**src/rtl/load_store_unit.sv**
```systemverilog
// load_store_unit: RISC-V load/store unit between a core request port and a single-word memory port
//   clk, reset (async, active-low)
//   req_valid/req_ready, req_we, req_funct3, req_addr, req_wdata : core request
//   resp_valid, resp_rdata, resp_fault                          : one-cycle completion
//   mem_valid/mem_ready, mem_we, mem_addr, mem_wstrb, mem_wdata  : memory request
//   mem_rvalid, mem_rdata                                        : memory read return
//   LSU_MISALIGNED_SPLIT_EN: boundary-crossing accesses become two word accesses;
//   when undefined, any misaligned access faults without touching memory.
module load_store_unit #(
    parameter int XLEN   = 32,
    parameter int ADDR_W = 32
) (
    input  logic              clk,
    input  logic              reset,
    input  logic              req_valid,
    output logic              req_ready,
    input  logic              req_we,
    input  logic [2:0]        req_funct3,
    input  logic [ADDR_W-1:0] req_addr,
    input  logic [XLEN-1:0]   req_wdata,
    output logic              resp_valid,
    output logic [XLEN-1:0]   resp_rdata,
    output logic              resp_fault,
    output logic              mem_valid,
    input  logic              mem_ready,
    output logic              mem_we,
    output logic [ADDR_W-1:0] mem_addr,
    output logic [XLEN/8-1:0] mem_wstrb,
    output logic [XLEN-1:0]   mem_wdata,
    input  logic              mem_rvalid,
    input  logic [XLEN-1:0]   mem_rdata
);
    localparam int NB = XLEN / 8;
    localparam int OW = $clog2(NB);
    typedef enum logic [2:0] {IDLE, ACC1, WAIT1, ACC2, WAIT2, RESP} state_t;
    state_t state, state_nx;
    logic we_q, fault_q, two_q, legal, bad, two;
    logic [2:0] f3_q;
    logic [3:0] sz;
    logic [ADDR_W-1:0] addr_q, base;
    logic [XLEN-1:0] wdata_q, rd_lo, rd_hi, ld, lext;
    logic [2*XLEN-1:0] wd;
    logic [2*NB-1:0] ws;
    assign sz = 4'd1 << req_funct3[1:0];
    assign legal = req_we ? (req_funct3 <= 3'd2 || (XLEN == 64 && req_funct3 == 3'd3))
                          : (req_funct3 inside {3'd0, 3'd1, 3'd2, 3'd4, 3'd5} ||
                             (XLEN == 64 && req_funct3 inside {3'd3, 3'd6}));
`ifdef LSU_MISALIGNED_SPLIT_EN
    // A second word is needed only when the bytes run past the end of the first word
    assign two = 5'(req_addr[OW-1:0]) + 5'(sz) > 5'(NB);
    assign bad = !legal;
`else
    logic mis;
    assign mis = (req_addr[OW-1:0] & OW'(sz - 4'd1)) != '0;
    assign two = 1'b0;
    assign bad = !legal || mis;
`endif
    always_ff @(posedge clk or negedge reset) begin
        if (!reset) begin
            state   <= IDLE;
            we_q    <= 1'b0;
            fault_q <= 1'b0;
            two_q   <= 1'b0;
            f3_q    <= '0;
            addr_q  <= '0;
            wdata_q <= '0;
            rd_lo   <= '0;
            rd_hi   <= '0;
        end else begin
            state <= state_nx;
            if (req_valid && req_ready) begin
                we_q    <= req_we;
                fault_q <= bad;
                two_q   <= two;
                f3_q    <= req_funct3;
                addr_q  <= req_addr;
                wdata_q <= req_wdata;
            end
            if (state == WAIT1 && mem_rvalid) rd_lo <= mem_rdata;
            if (state == WAIT2 && mem_rvalid) rd_hi <= mem_rdata;
        end
    end
    always_comb begin
        case (state)
            IDLE:    state_nx = req_valid ? (bad ? RESP : ACC1) : IDLE;
            ACC1:    state_nx = mem_ready ? (we_q ? (two_q ? ACC2 : RESP) : WAIT1) : ACC1;
            WAIT1:   state_nx = mem_rvalid ? (two_q ? ACC2 : RESP) : WAIT1;
            ACC2:    state_nx = mem_ready ? (we_q ? RESP : WAIT2) : ACC2;
            WAIT2:   state_nx = mem_rvalid ? RESP : WAIT2;
            default: state_nx = IDLE;
        endcase
    end
    // Data and strobes are placed across a two-word window; ACC1 drives the low word, ACC2 the high
    assign base = {addr_q[ADDR_W-1:OW], OW'(0)};
    assign wd   = {XLEN'(0), wdata_q} << {addr_q[OW-1:0], 3'b000};
    assign ws   = (((2*NB)'(1) << (4'd1 << f3_q[1:0])) - (2*NB)'(1)) << addr_q[OW-1:0];
    assign ld   = XLEN'({rd_hi, rd_lo} >> {addr_q[OW-1:0], 3'b000});
    always_comb begin
        case (f3_q)
            3'd0:    lext = XLEN'($signed(ld[7:0]));
            3'd1:    lext = XLEN'($signed(ld[15:0]));
            3'd2:    lext = XLEN'($signed(ld[31:0]));
            3'd4:    lext = XLEN'(ld[7:0]);
            3'd5:    lext = XLEN'(ld[15:0]);
            3'd6:    lext = XLEN'(ld[31:0]);
            default: lext = ld;
        endcase
    end
    always_comb begin
        req_ready  = state == IDLE;
        mem_valid  = state == ACC1 || state == ACC2;
        mem_we     = mem_valid && we_q;
        mem_addr   = mem_valid ? base + (state == ACC2 ? ADDR_W'(NB) : '0) : '0;
        mem_wstrb  = mem_we ? (state == ACC2 ? ws[2*NB-1:NB] : ws[NB-1:0]) : '0;
        mem_wdata  = mem_we ? (state == ACC2 ? wd[2*XLEN-1:XLEN] : wd[XLEN-1:0]) : '0;
        resp_valid = state == RESP;
        resp_fault = resp_valid && fault_q;
        resp_rdata = resp_valid && !we_q && !fault_q ? lext : '0;
    end
endmodule

```
**config.mk**
```make
export PLATFORM = sky130hd
export DESIGN_NAME = load_store_unit
export DESIGN_NICKNAME = d
export VERILOG_FILES = /design/src/rtl/load_store_unit.sv
export SDC_FILE = /design/constraint.sdc
export NUM_CORES = 1
export LEC_CHECK = 0
export CAP_MARGIN = 20
export CELL_PAD_IN_SITES_DETAIL_PLACEMENT = 1
export CELL_PAD_IN_SITES_GLOBAL_PLACEMENT = 1
export CORE_MARGIN = 4
export CORE_UTILIZATION = 41
export DETAILED_ROUTE_END_ITERATION = 8
export PLACE_DENSITY_LB_ADDON = 0.1
export SLEW_MARGIN = 20
export SYNTH_ARGS = -nofsm -noshare
export SYNTH_HDL_FRONTEND = slang
export SYNTH_SLANG_ARGS = --single-unit
```
**constraint.sdc**
```tcl
create_clock -name clk -period 9.95 [get_ports clk]
set_clock_uncertainty 0.1 [all_clocks]
set_input_delay 2.4875 -clock clk [delete_from_list [all_inputs] [get_ports clk]]
set_output_delay 2.4875 -clock clk [all_outputs]
set_load 0.005 [all_outputs]
```
==> results by group, run 1 <==
Route
  • Met2 WL: 12500 um
  • Iter 0 DRT Violations: 242
  • Routed wl met3: 1250 um
  • DRC errors left: 0
  • Antenna Nets Post-Route: 0
  • Top Metal Used: met5
  • Final WL: 24400 um
  • Vias: 6667
  • Avg WL per Cell: 20.4 um
  • DRT Pass-1 Iters: 5
  • M1 WL: 10400 um
  • Routed vias/inst: 5.58

Run
  • Max-cap violations: 0

Die
  • Row Count: 50
  • Die Width: 148 um
  • Die Y: 148 um
  • Placeable Area: 19000 um2
  • Initial Util: 0.423
  • Die ar.: 21900 um2
  • I/O pins: 210

Critical path
  • WP data arrival: 4.90 ns
  • Crit Path Max Fanout: 19
  • Required time worst endpoint: 7.36 ns
  • Worst setup EP type: primary output
  • WS Path Type: flop to primary output
  • Startpoint types: flop

Timing
  • Relative max-transition margin: 0.355
  • Setup TNS: 0 ns
  • Worst-margin pin slew: 0.965 ns
  • # setup viols final: 0
  • Final period utilization: 0.753
  • Slew Limit Fails: 0
  • Unrepaired setup endpoints after global routing: false
  • Final min period: 7.49 ns
  • Final Hold Fails: 0
  • Worst setup margin: 2.46 ns
  • Achievable frequency: 0.133 GHz

Logic synthesis
  • Synthesis-stage register bit count: 128
  • Most area-hungry cell type in the Yosys netlist: dfrtp_1
  • Most frequent cells after synthesis: mux2_2, dfrtp_1, nor2_1
  • Post-synthesis cell count: 753
  • Post-synthesis sequential area ratio: 0.399
  • Netlist cell types: 50
  • Count leader, synth: mux2_2
  • Ys flop type: dfrtp_1
  • Post-synth EDFFs: 0
  • Avg Cell Area, Syn: 10.7 um2
  • Ys async rst share: 1.00
  • Ys Warns: 0
  • Syn Std Cell Area: 8020 um2
  • Post-synth top area share: 0.399
  • Area contributors post-synth: dfrtp_1, mux2_2, mux4_2

Clock network
  • # Post-CTS Setup Buffers: 0
  • Total CTS buffers: 17
  • CTS resizes: 0
  • Root Buffer: clkbuf_16
  • Worst-Skew Late Latency: 0.41 ns
  • # clock sinks: 128
  • Clk slew on worst S/H paths: 0.06 ns
  • CTS Hold Bufs: 0
  • Clock tree buffer depth: 2
  • H-Tree Level Count: 4
  • CTS tree: done

Place
  • PortBufs: 207
  • RD Place Congestion: 0.883
  • DP Wirelength: 17600 um
  • DP Worst Slack: 2.90 ns

Layout
  • Inserted Diodes: 0
  • Nets: 1031
  • Share of cells above drive strength 1: 0.222
  • Area grow syn2layout: 34.5%

Global route
  • Largest net degree at the start of global routing: 88
  • GRT Total Usage: 0.226
  • Gr ovfl total: 0
  • First-pass GRT wire length: 39500 um
  • Initial antenna violation count: 4
  • Vias in the first global route: 7367

Min path
  • HP Class: flop to flop

Power and ir drop
  • LEAKAGE: 4.23 nW
  • Maximum VDD drop: 175 uV
  • Pwr Density: 307 nW/um2

Outcome
  • Status: finished clean
-- per-layer routing --
layer	up-vias	global-route usage
met5	-	0
met4	8	0.0448
met3	25	0.0625
met2	183	0.398
met1	3387	0.279
li1	3064	-
-- worst max-delay path: stages, from the launching register on --
cell and delay, ns:
dfrtp_1 0.80, nand3b_1 0.80, inv_1 0.68, ha_1 0.27, ha_1 0.35, nand4_4 0.26, or4_1 0.55, a21oi_1 0.21
clkdlybuf4s50_1 0.57
-- cells in the final DEF (no fill, tap or decap), drive strengths merged, types with 4 or more instances in the layout --
cell,count
nand2,49
inv,27
nand3,12
nand4,8
xor2,7
dfrtp,128
mux2i,40
and2,16
nor4,9
a21oi,43
o31ai,5
nor3,32
clkdlybuf4s50,206
or4,4
and4,6
clkbuf,20
xnor2,4
mux4,29
o21ai,23
mux2,132
nor2,51
nand2b,22
buf,8
a211oi,9
nor2b,4
-- registers in the layout, summed over array words and instances (netlist names) --
signal,cells
f3_q,3
fault_q,1
state,3
we_q,1
wdata_q,32
rd_lo,32
rd_hi,24
addr_q,32
-- metrics by stage --
stage | area (um2) | hold slack [ns] | utilization | total power [mW] | instances
4_1_cts | 10800 | 0.409 | 0.568 | 3.35 | 1194
2_1_floorplan | 8030 | 0.375 | - | 2.14 | 754
5_1_grt | 10800 | 0.423 | 0.569 | 3.56 | 1195
6_report | 10800 | 0.410 | 0.569 | 3.32 | 1195
3_5_place_dp | 10200 | 0.399 | 0.536 | 2.67 | 1163
3_3_place_gp | 10200 | 0.384 | 0.536 | 2.59 | 1163
-- final timing paths --
| kind | from | end | slack (ns) | cells after the start |
|---|---|---|---|---|
| max | state[1]$_DFF_PN0_ | mem_addr[30] | 2.46 | 8 |
| min | rd_hi[19]$_DFFE_PN0P_ | rd_hi[19]$_DFFE_PN0P_ | 0.41 | 1 |
| max reg2reg | state[1]$_DFF_PN0_ | wdata_q[11]$_DFFE_PN0P_ | 7.05 | 4 |
| min reg2reg | rd_hi[19]$_DFFE_PN0P_ | rd_hi[19]$_DFFE_PN0P_ | 0.41 | 1 |
| max in group asynchronous | reset | addr_q[0]$_DFFE_PN0P_ | 6.22 | 2 |
| min in group asynchronous | reset | rd_lo[28]$_DFFE_PN0P_ | 2.07 | 1 |
-- power by group --
part | leakage, nW | internal, mW | switching [mW]
Sequential | 1.53 | 0.787 | 0.316
Combinational | 2.41 | 0.879 | 0.692
Clock | 0.289 | 0.409 | 0.235
Total | 4.23 | 2.07 | 1.24
-- final cells by class --
class                           count  area (um2)
Sequential cell                   128        3210
Fill cell                        2036        8160
Tap cell                          260         325
Multi-Input combinational cell    537        4420
Inverter                           25        93.8
Clock inverter                     11         156
Timing Repair Buffer              214        2130
Clock buffer                       20         457
-- kinds of logic after synthesis --
family	synth area share
flops	0.399
fa+ha+maj	0.00468
buf+inv	0.0524
compound gates	0.0728
other cells	0.000467
simple gates	0.142
xor+xnor	0.0120
mux	0.317
Note: power is estimated with default switching activity, not from simulation.
==> run 2, diff against run 1 <==
--- a/config.mk
+++ b/config.mk
@@ -9,7 +9,7 @@
 export CELL_PAD_IN_SITES_DETAIL_PLACEMENT = 1
 export CELL_PAD_IN_SITES_GLOBAL_PLACEMENT = 1
 export CORE_MARGIN = 4
-export CORE_UTILIZATION = 41
+export CORE_UTILIZATION = 34
 export DETAILED_ROUTE_END_ITERATION = 8
 export PLACE_DENSITY_LB_ADDON = 0.1
 export SLEW_MARGIN = 20
==> constraint.sdc (replaced) <==
create_clock -name clk -period 6.4 [get_ports clk]
set_clock_uncertainty 0.1 [all_clocks]
set_input_delay 1.6 -clock clk [delete_from_list [all_inputs] [get_ports clk]]
set_output_delay 1.6 -clock clk [all_outputs]
set_load 0.005 [all_outputs]
==> results by group, run 2 (same netlist as run 1, synthesis figures left out) <==
Timing
  • Final period utilization: 0.909
  • Setup TNS: 0 ns (unchanged)
  • Final min period: 5.82 ns
  • Worst-margin pin slew: 1.04 ns (+0.0713 ns)
  • Final Hold Fails: 0 (unchanged)
  • # setup viols final: 0 (unchanged)
  • Achievable frequency: 0.172 GHz
  • Slew Limit Fails: 0 (unchanged)
  • Relative max-transition margin: 0.309 (-0.0460)
  • Unrepaired setup endpoints after global routing: false

Place
  • PortBufs: 207 (unchanged)
  • DP Wirelength: 18400 um (+4.9%)
  • RD Place Congestion: 0.862 (-2.4%)

Clock network
  • Worst-Skew Late Latency: 0.40 ns (about the same)
  • CTS tree: done
  • H-Tree Level Count: 4 (unchanged)
  • # clock sinks: 128 (unchanged)
  • Root Buffer: clkbuf_16
  • Clk slew on worst S/H paths: 0.05 ns (about the same)
  • Clock tree buffer depth: 2 (unchanged)
  • # Post-CTS Setup Buffers: 0 (unchanged)
  • CTS Hold Bufs: 0 (unchanged)
  • Total CTS buffers: 17 (unchanged)
  • CTS resizes: 0 (unchanged)

Critical path
  • Crit path buffers/inverters: 4 (+2)
  • Max stage delay on crit path: 0.63 ns (-0.17 ns)
  • Top Family by Delay on Critical Path: simple AND/OR/NAND/NOR gates
  • Worst setup EP type: primary output
  • WP data arrival: 4.12 ns (-0.78 ns)
  • Crit-path cells: nand2b_1 > inv_1 > buf_4 > nand2_1 > inv_1 > nand2_1 > a211oi_1 > clkdlybuf4s50_1
  • Slowest cell on crit path: nand2_1
  • WS Path Type: flop to primary output
  • Crit Path Max Fanout: 29 (+10)
  • Startpoint types: flop
  • Required time worst endpoint: 4.70 ns (-2.66 ns)

Route
  • Routed vias/inst: 5.26 (-5.7%)
  • DRC errors left: 0 (unchanged)
  • Vias: 6587 (-1.2%)
  • Final WL: 25300 um (+3.5%)
  • Iter 0 DRT Violations: 298 (+23%)
  • Avg WL per Cell: 20.2 um (-1.2%)
  • Antenna Nets Post-Route: 0 (unchanged)
  • DRT Pass-1 Iters: 4 (-1)

Die
  • Die Y: 162 um (+9.3%)
  • Die Width: 162 um (+9.3%)
  • Die ar.: 26100 um2 (+19%)
  • I/O pins: 210 (unchanged)
  • Row Count: 55 (+10%)
  • Initial Util: 0.350 (-0.0731)
  • Placeable Area: 22900 um2 (+21%)

Layout
  • Area grow syn2layout: 35.3%
  • Share of cells above drive strength 1: 0.226 (+0.00331)
  • Post-layout util: 0.474 (-0.0956)
  • Commonest cells after routing, fill and taps aside: clkdlybuf4s50_1, mux2_2, dfrtp_1
  • Fillers: 2459 (+21%)
  • Largest regs: addr_q (32), rd_lo (32), wdata_q (32)
  • Nets: 1035 (+0.39%)
  • Inserted Diodes: 0 (unchanged)
  • Most common cell after layout, fill and taps aside: clkdlybuf4s50_1

Min path
  • HP Class: flop to flop

Run
  • Max-cap violations: 0 (unchanged)

Power and ir drop
  • Maximum VDD drop: 159 uV (-9.1%)
  • Pwr Density: 474 nW/um2 (+54%)
  • LEAKAGE: 4.23 nW (about the same)

Global route
  • Vias in the first global route: 7214 (-2.1%)
  • Most used routing layer: met2
  • Largest net degree at the start of global routing: 77 (-13%)
  • Initial antenna violation count: 0 (-4)
  • GRT met2 Usage: 0.325 (-0.0732)
  • First-pass GRT wire length: 40500 um (+2.4%)
  • Gr ovfl total: 0 (unchanged)
  • Met3 usage: 0.0413 (-0.0212)
  • GR Util met1: 0.257 (-0.0215)
  • GRT Total Usage: 0.195 (-0.0311)

Outcome
  • Status: finished clean
## run 2: changes by cell type in the layout (fill, tap and decap cells not counted)
cell,previous run,this run
clkinvlp_4,3,5
buf_12,1,0
clkinv_2,0,2
clkbuf_8,2,0
clkinv_4,3,1
buf_4,7,12
## run 2: cell type report
cell class,count,area (um2),share of cell area
Timing Repair Buffer,218,2150,0.198
Inverter,25,93.8,0.00864
Tap cell,313,392,0.0361
Clock buffer,18,429,0.0395
Sequential cell,128,3210,0.295
Multi-Input combinational cell,537,4420,0.407
Clock inverter,13,164,0.0151
## run 2: power by group
group / leakage [nW] / internal [mW] / switching [mW] / total (mW)
registers: 1.53 / 1.22 / 0.479 / 1.70
clock network: 0.275 / 0.611 / 0.368 / 0.979
logic: 2.43 / 1.37 / 1.09 / 2.47
## run 2: metal layers
layer / share of wire / vias up / wire length, um
li1: - / 3078 / -
met1: 0.45 / 3314 / 11500
met2: 0.48 / 171 / 12100
met3: 0.049 / 24 / 1240
met4: 0.017 / 0 / 428
met5: 0 / - / 0
## run 2: path summary, 6_finish.rpt
kind,startpoint,to,slack [ns],cells after the start
max,state[0]$_DFF_PN0_,mem_wdata[24],0.58,8
min,rd_hi[19]$_DFFE_PN0P_,rd_hi[19]$_DFFE_PN0P_,0.40,1
max reg2reg,state[1]$_DFF_PN0_,wdata_q[4]$_DFFE_PN0P_,3.42,5
min reg2reg,rd_hi[19]$_DFFE_PN0P_,rd_hi[19]$_DFFE_PN0P_,0.40,1
max in group asynchronous,reset,addr_q[0]$_DFFE_PN0P_,4.00,2
min in group asynchronous,reset,rd_lo[5]$_DFFE_PN0P_,1.15,1
## run 2: per-stage QoR
step | total power, mW | worst slack [ns] | instance area, um2 | cells | hold slack [ns]
CTS | 5.20 | 0.461 | 10900 | 1252 | 0.407
floorplan | 3.33 | 2.09 | 8030 | 754 | 0.375
detailed placement | 4.19 | 0.899 | 10300 | 1221 | 0.395
global placement | 4.07 | 1.15 | 10300 | 1221 | 0.384
global route | 5.54 | 0.191 | 10900 | 1252 | 0.413
finish | 5.15 | 0.583 | 10900 | 1252 | 0.404
==> run 3, diff against run 2 <==
--- a/config.mk
+++ b/config.mk
@@ -8,6 +8,7 @@
 export CAP_MARGIN = 20
 export CELL_PAD_IN_SITES_DETAIL_PLACEMENT = 1
 export CELL_PAD_IN_SITES_GLOBAL_PLACEMENT = 1
+export CORE_ASPECT_RATIO = 0.8
 export CORE_MARGIN = 4
 export CORE_UTILIZATION = 34
 export DETAILED_ROUTE_END_ITERATION = 8
==> constraint.sdc (replaced) <==
create_clock -name clk -period 5.2 [get_ports clk]
set_clock_uncertainty 0.1 [all_clocks]
set_input_delay 1.3 -clock clk [delete_from_list [all_inputs] [get_ports clk]]
set_output_delay 1.3 -clock clk [all_outputs]
set_load 0.005 [all_outputs]
==> results by group, run 3 (same netlist as run 1, synthesis figures left out) <==
Clock network
  • CTS Hold Bufs: 0 (unchanged)
  • Clock tree buffer depth: 2 (unchanged)
  • # Post-CTS Setup Buffers: 0 (unchanged)
  • CTS tree: done
  • H-Tree Level Count: 4 (unchanged)
  • Clk slew on worst S/H paths: 0.06 ns (about the same)
  • Total CTS buffers: 17 (unchanged)
  • CTS resizes: 0 (unchanged)
  • Worst-Skew Late Latency: 0.42 ns (+0.02 ns)
  • # clock sinks: 128 (unchanged)
  • Root Buffer: clkbuf_16

Critical path
  • Worst R2R Setup Slack: 2.78 ns (-0.64 ns)
  • Crit Path Max Fanout: 12 (-59%)
  • Startpoint types: flop
  • WP data arrival: 3.33 ns (-0.79 ns)
  • Worst setup EP type: primary output
  • WS Path Type: flop to primary output
  • Required time worst endpoint: 3.80 ns (-0.90 ns)

Timing
  • Setup TNS: 0 ns (unchanged)
  • Final min period: 4.73 ns
  • Relative max-transition margin: 0.340 (+0.0315)
  • Worst-margin pin slew: 0.989 ns (-0.0472 ns)
  • Final period utilization: 0.910
  • Slew Limit Fails: 0 (unchanged)
  • Achievable frequency: 0.211 GHz
  • # setup viols final: 0 (unchanged)
  • Final Hold Fails: 0 (unchanged)
  • Unrepaired setup endpoints after global routing: false

Global route
  • Largest net degree at the start of global routing: 102 (+32%)
  • Initial antenna violation count: 4 (+4)
  • GRT Total Usage: 0.193 (-0.00102)
  • Vias in the first global route: 7082 (-1.8%)
  • First-pass GRT wire length: 40700 um (+0.55%)
  • Gr ovfl total: 0 (unchanged)

Layout
  • Area grow syn2layout: 35.3% (unchanged)
  • Commonest cells after routing, fill and taps aside: clkdlybuf4s50_1, mux2_2, dfrtp_1
  • Nets: 1038 (+0.29%)
  • Finished layout cell area: 10900 um2 (unchanged)
  • Share of cells above drive strength 1: 0.227 (+0.000824)
  • Most common cell after layout, fill and taps aside: clkdlybuf4s50_1
  • Largest regs: addr_q (32), rd_lo (32), wdata_q (32)

Die
  • Die ar.: 26100 um2 (about the same)
  • Die Y: 145 um (-10%)
  • Placeable Area: 22900 um2 (-0.21%)
  • Die Width: 180 um (+11%)
  • I/O pins: 210 (unchanged)
  • Initial Util: 0.351 (+0.000728)
  • Row Count: 49 (-11%)

Min path
  • HP Class: flop to flop

Place
  • PortBufs: 207 (unchanged)
  • RD Place Congestion: 0.798 (-7.4%)
  • DP Wirelength: 18500 um (+0.48%)
  • DP Area: 10300 um2 (+0.18%)

Route
  • DRC errors left: 0 (unchanged)
  • Avg WL per Cell: 20.4 um (+0.94%)
  • Iter 0 DRT Violations: 338 (+13%)
  • Final WL: 25400 um (+0.62%)
  • Antenna Nets Post-Route: 0 (unchanged)
  • DRT Pass-1 Iters: 4 (unchanged)
  • Vias: 6622 (+0.53%)
  • Routed vias/inst: 5.31 (+0.85%)

Power and ir drop
  • Pwr Density: 585 nW/um2 (+23%)
  • LEAKAGE: 4.24 nW (+0.19%)
  • Maximum VDD drop: 308 uV (+94%)

Outcome
  • Status: finished clean

Run
  • Max-cap violations: 0 (unchanged)
==> run 3: layout make-up <==
class	instances	area, um2
multi-input cells	537	4420
fillers	2478	12000
flip-flops and latches	128	3210
clock buffers	20	457
well taps	306	383
clock inverters	9	113
repair buffers	221	2180
inverters	25	93.8
diodes	2	5.00
==> run 3: critical path: stages (launching register included) <==
cell	delay [ns]
dfrtp_1	0.61
nand3b_1	0.18
inv_1	0.12
ha_1	0.18
ha_1	0.34
nand4_4	0.24
or4_1	0.55
a21oi_1	0.16
clkdlybuf4s50_1	0.53
==> run 3: power by group <==
part           switching, mW  total, mW  internal (mW)  leakage [nW]
logic                   1.35       3.05           1.70          2.45
registers              0.611       2.12           1.51          1.53
clock network          0.463       1.19          0.723         0.266
==> run 3: path summary, 6_finish.rpt <==
kind | start | endpoint | cells past startpoint
worst max-delay path | state[0]$_DFF_PN0_ | mem_addr[28] | 8
worst min-delay path | rd_hi[20]$_DFFE_PN0P_ | rd_hi[20]$_DFFE_PN0P_ | 1
worst max register to register | state[1]$_DFF_PN0_ | wdata_q[6]$_DFFE_PN0P_ | 4
worst min register to register | rd_hi[20]$_DFFE_PN0P_ | rd_hi[20]$_DFFE_PN0P_ | 1
max in group asynchronous | reset | rd_hi[20]$_DFFE_PN0P_ | 2
min in group asynchronous | reset | addr_q[6]$_DFFE_PN0P_ | 1
==> run 3: per-stage QoR <==
stage | utilization | std cells | power (mW) | hold slack (ns) | worst slack (ns)
3_3_place_gp | 0.450 | 1217 | 5.05 | 0.385 | 0.996
4_1_cts | 0.475 | 1246 | 6.42 | 0.408 | 0.404
3_5_place_dp | 0.450 | 1217 | 5.19 | 0.395 | 0.879
6_report | 0.475 | 1248 | 6.35 | 0.403 | 0.469
2_1_floorplan | - | 754 | 4.10 | 0.375 | 1.19
5_1_grt | 0.475 | 1248 | 6.82 | 0.424 | 0.154
==> run 3: layer usage <==
metal  track usage  part of all wire  vias to the layer above
met3        0.0627             0.059                       30
met4        0.0533             0.015                        4
met2         0.311              0.47                      170
met5             0            0.0011                        -
met1         0.252              0.45                     3352
li1              -                 -                     3066
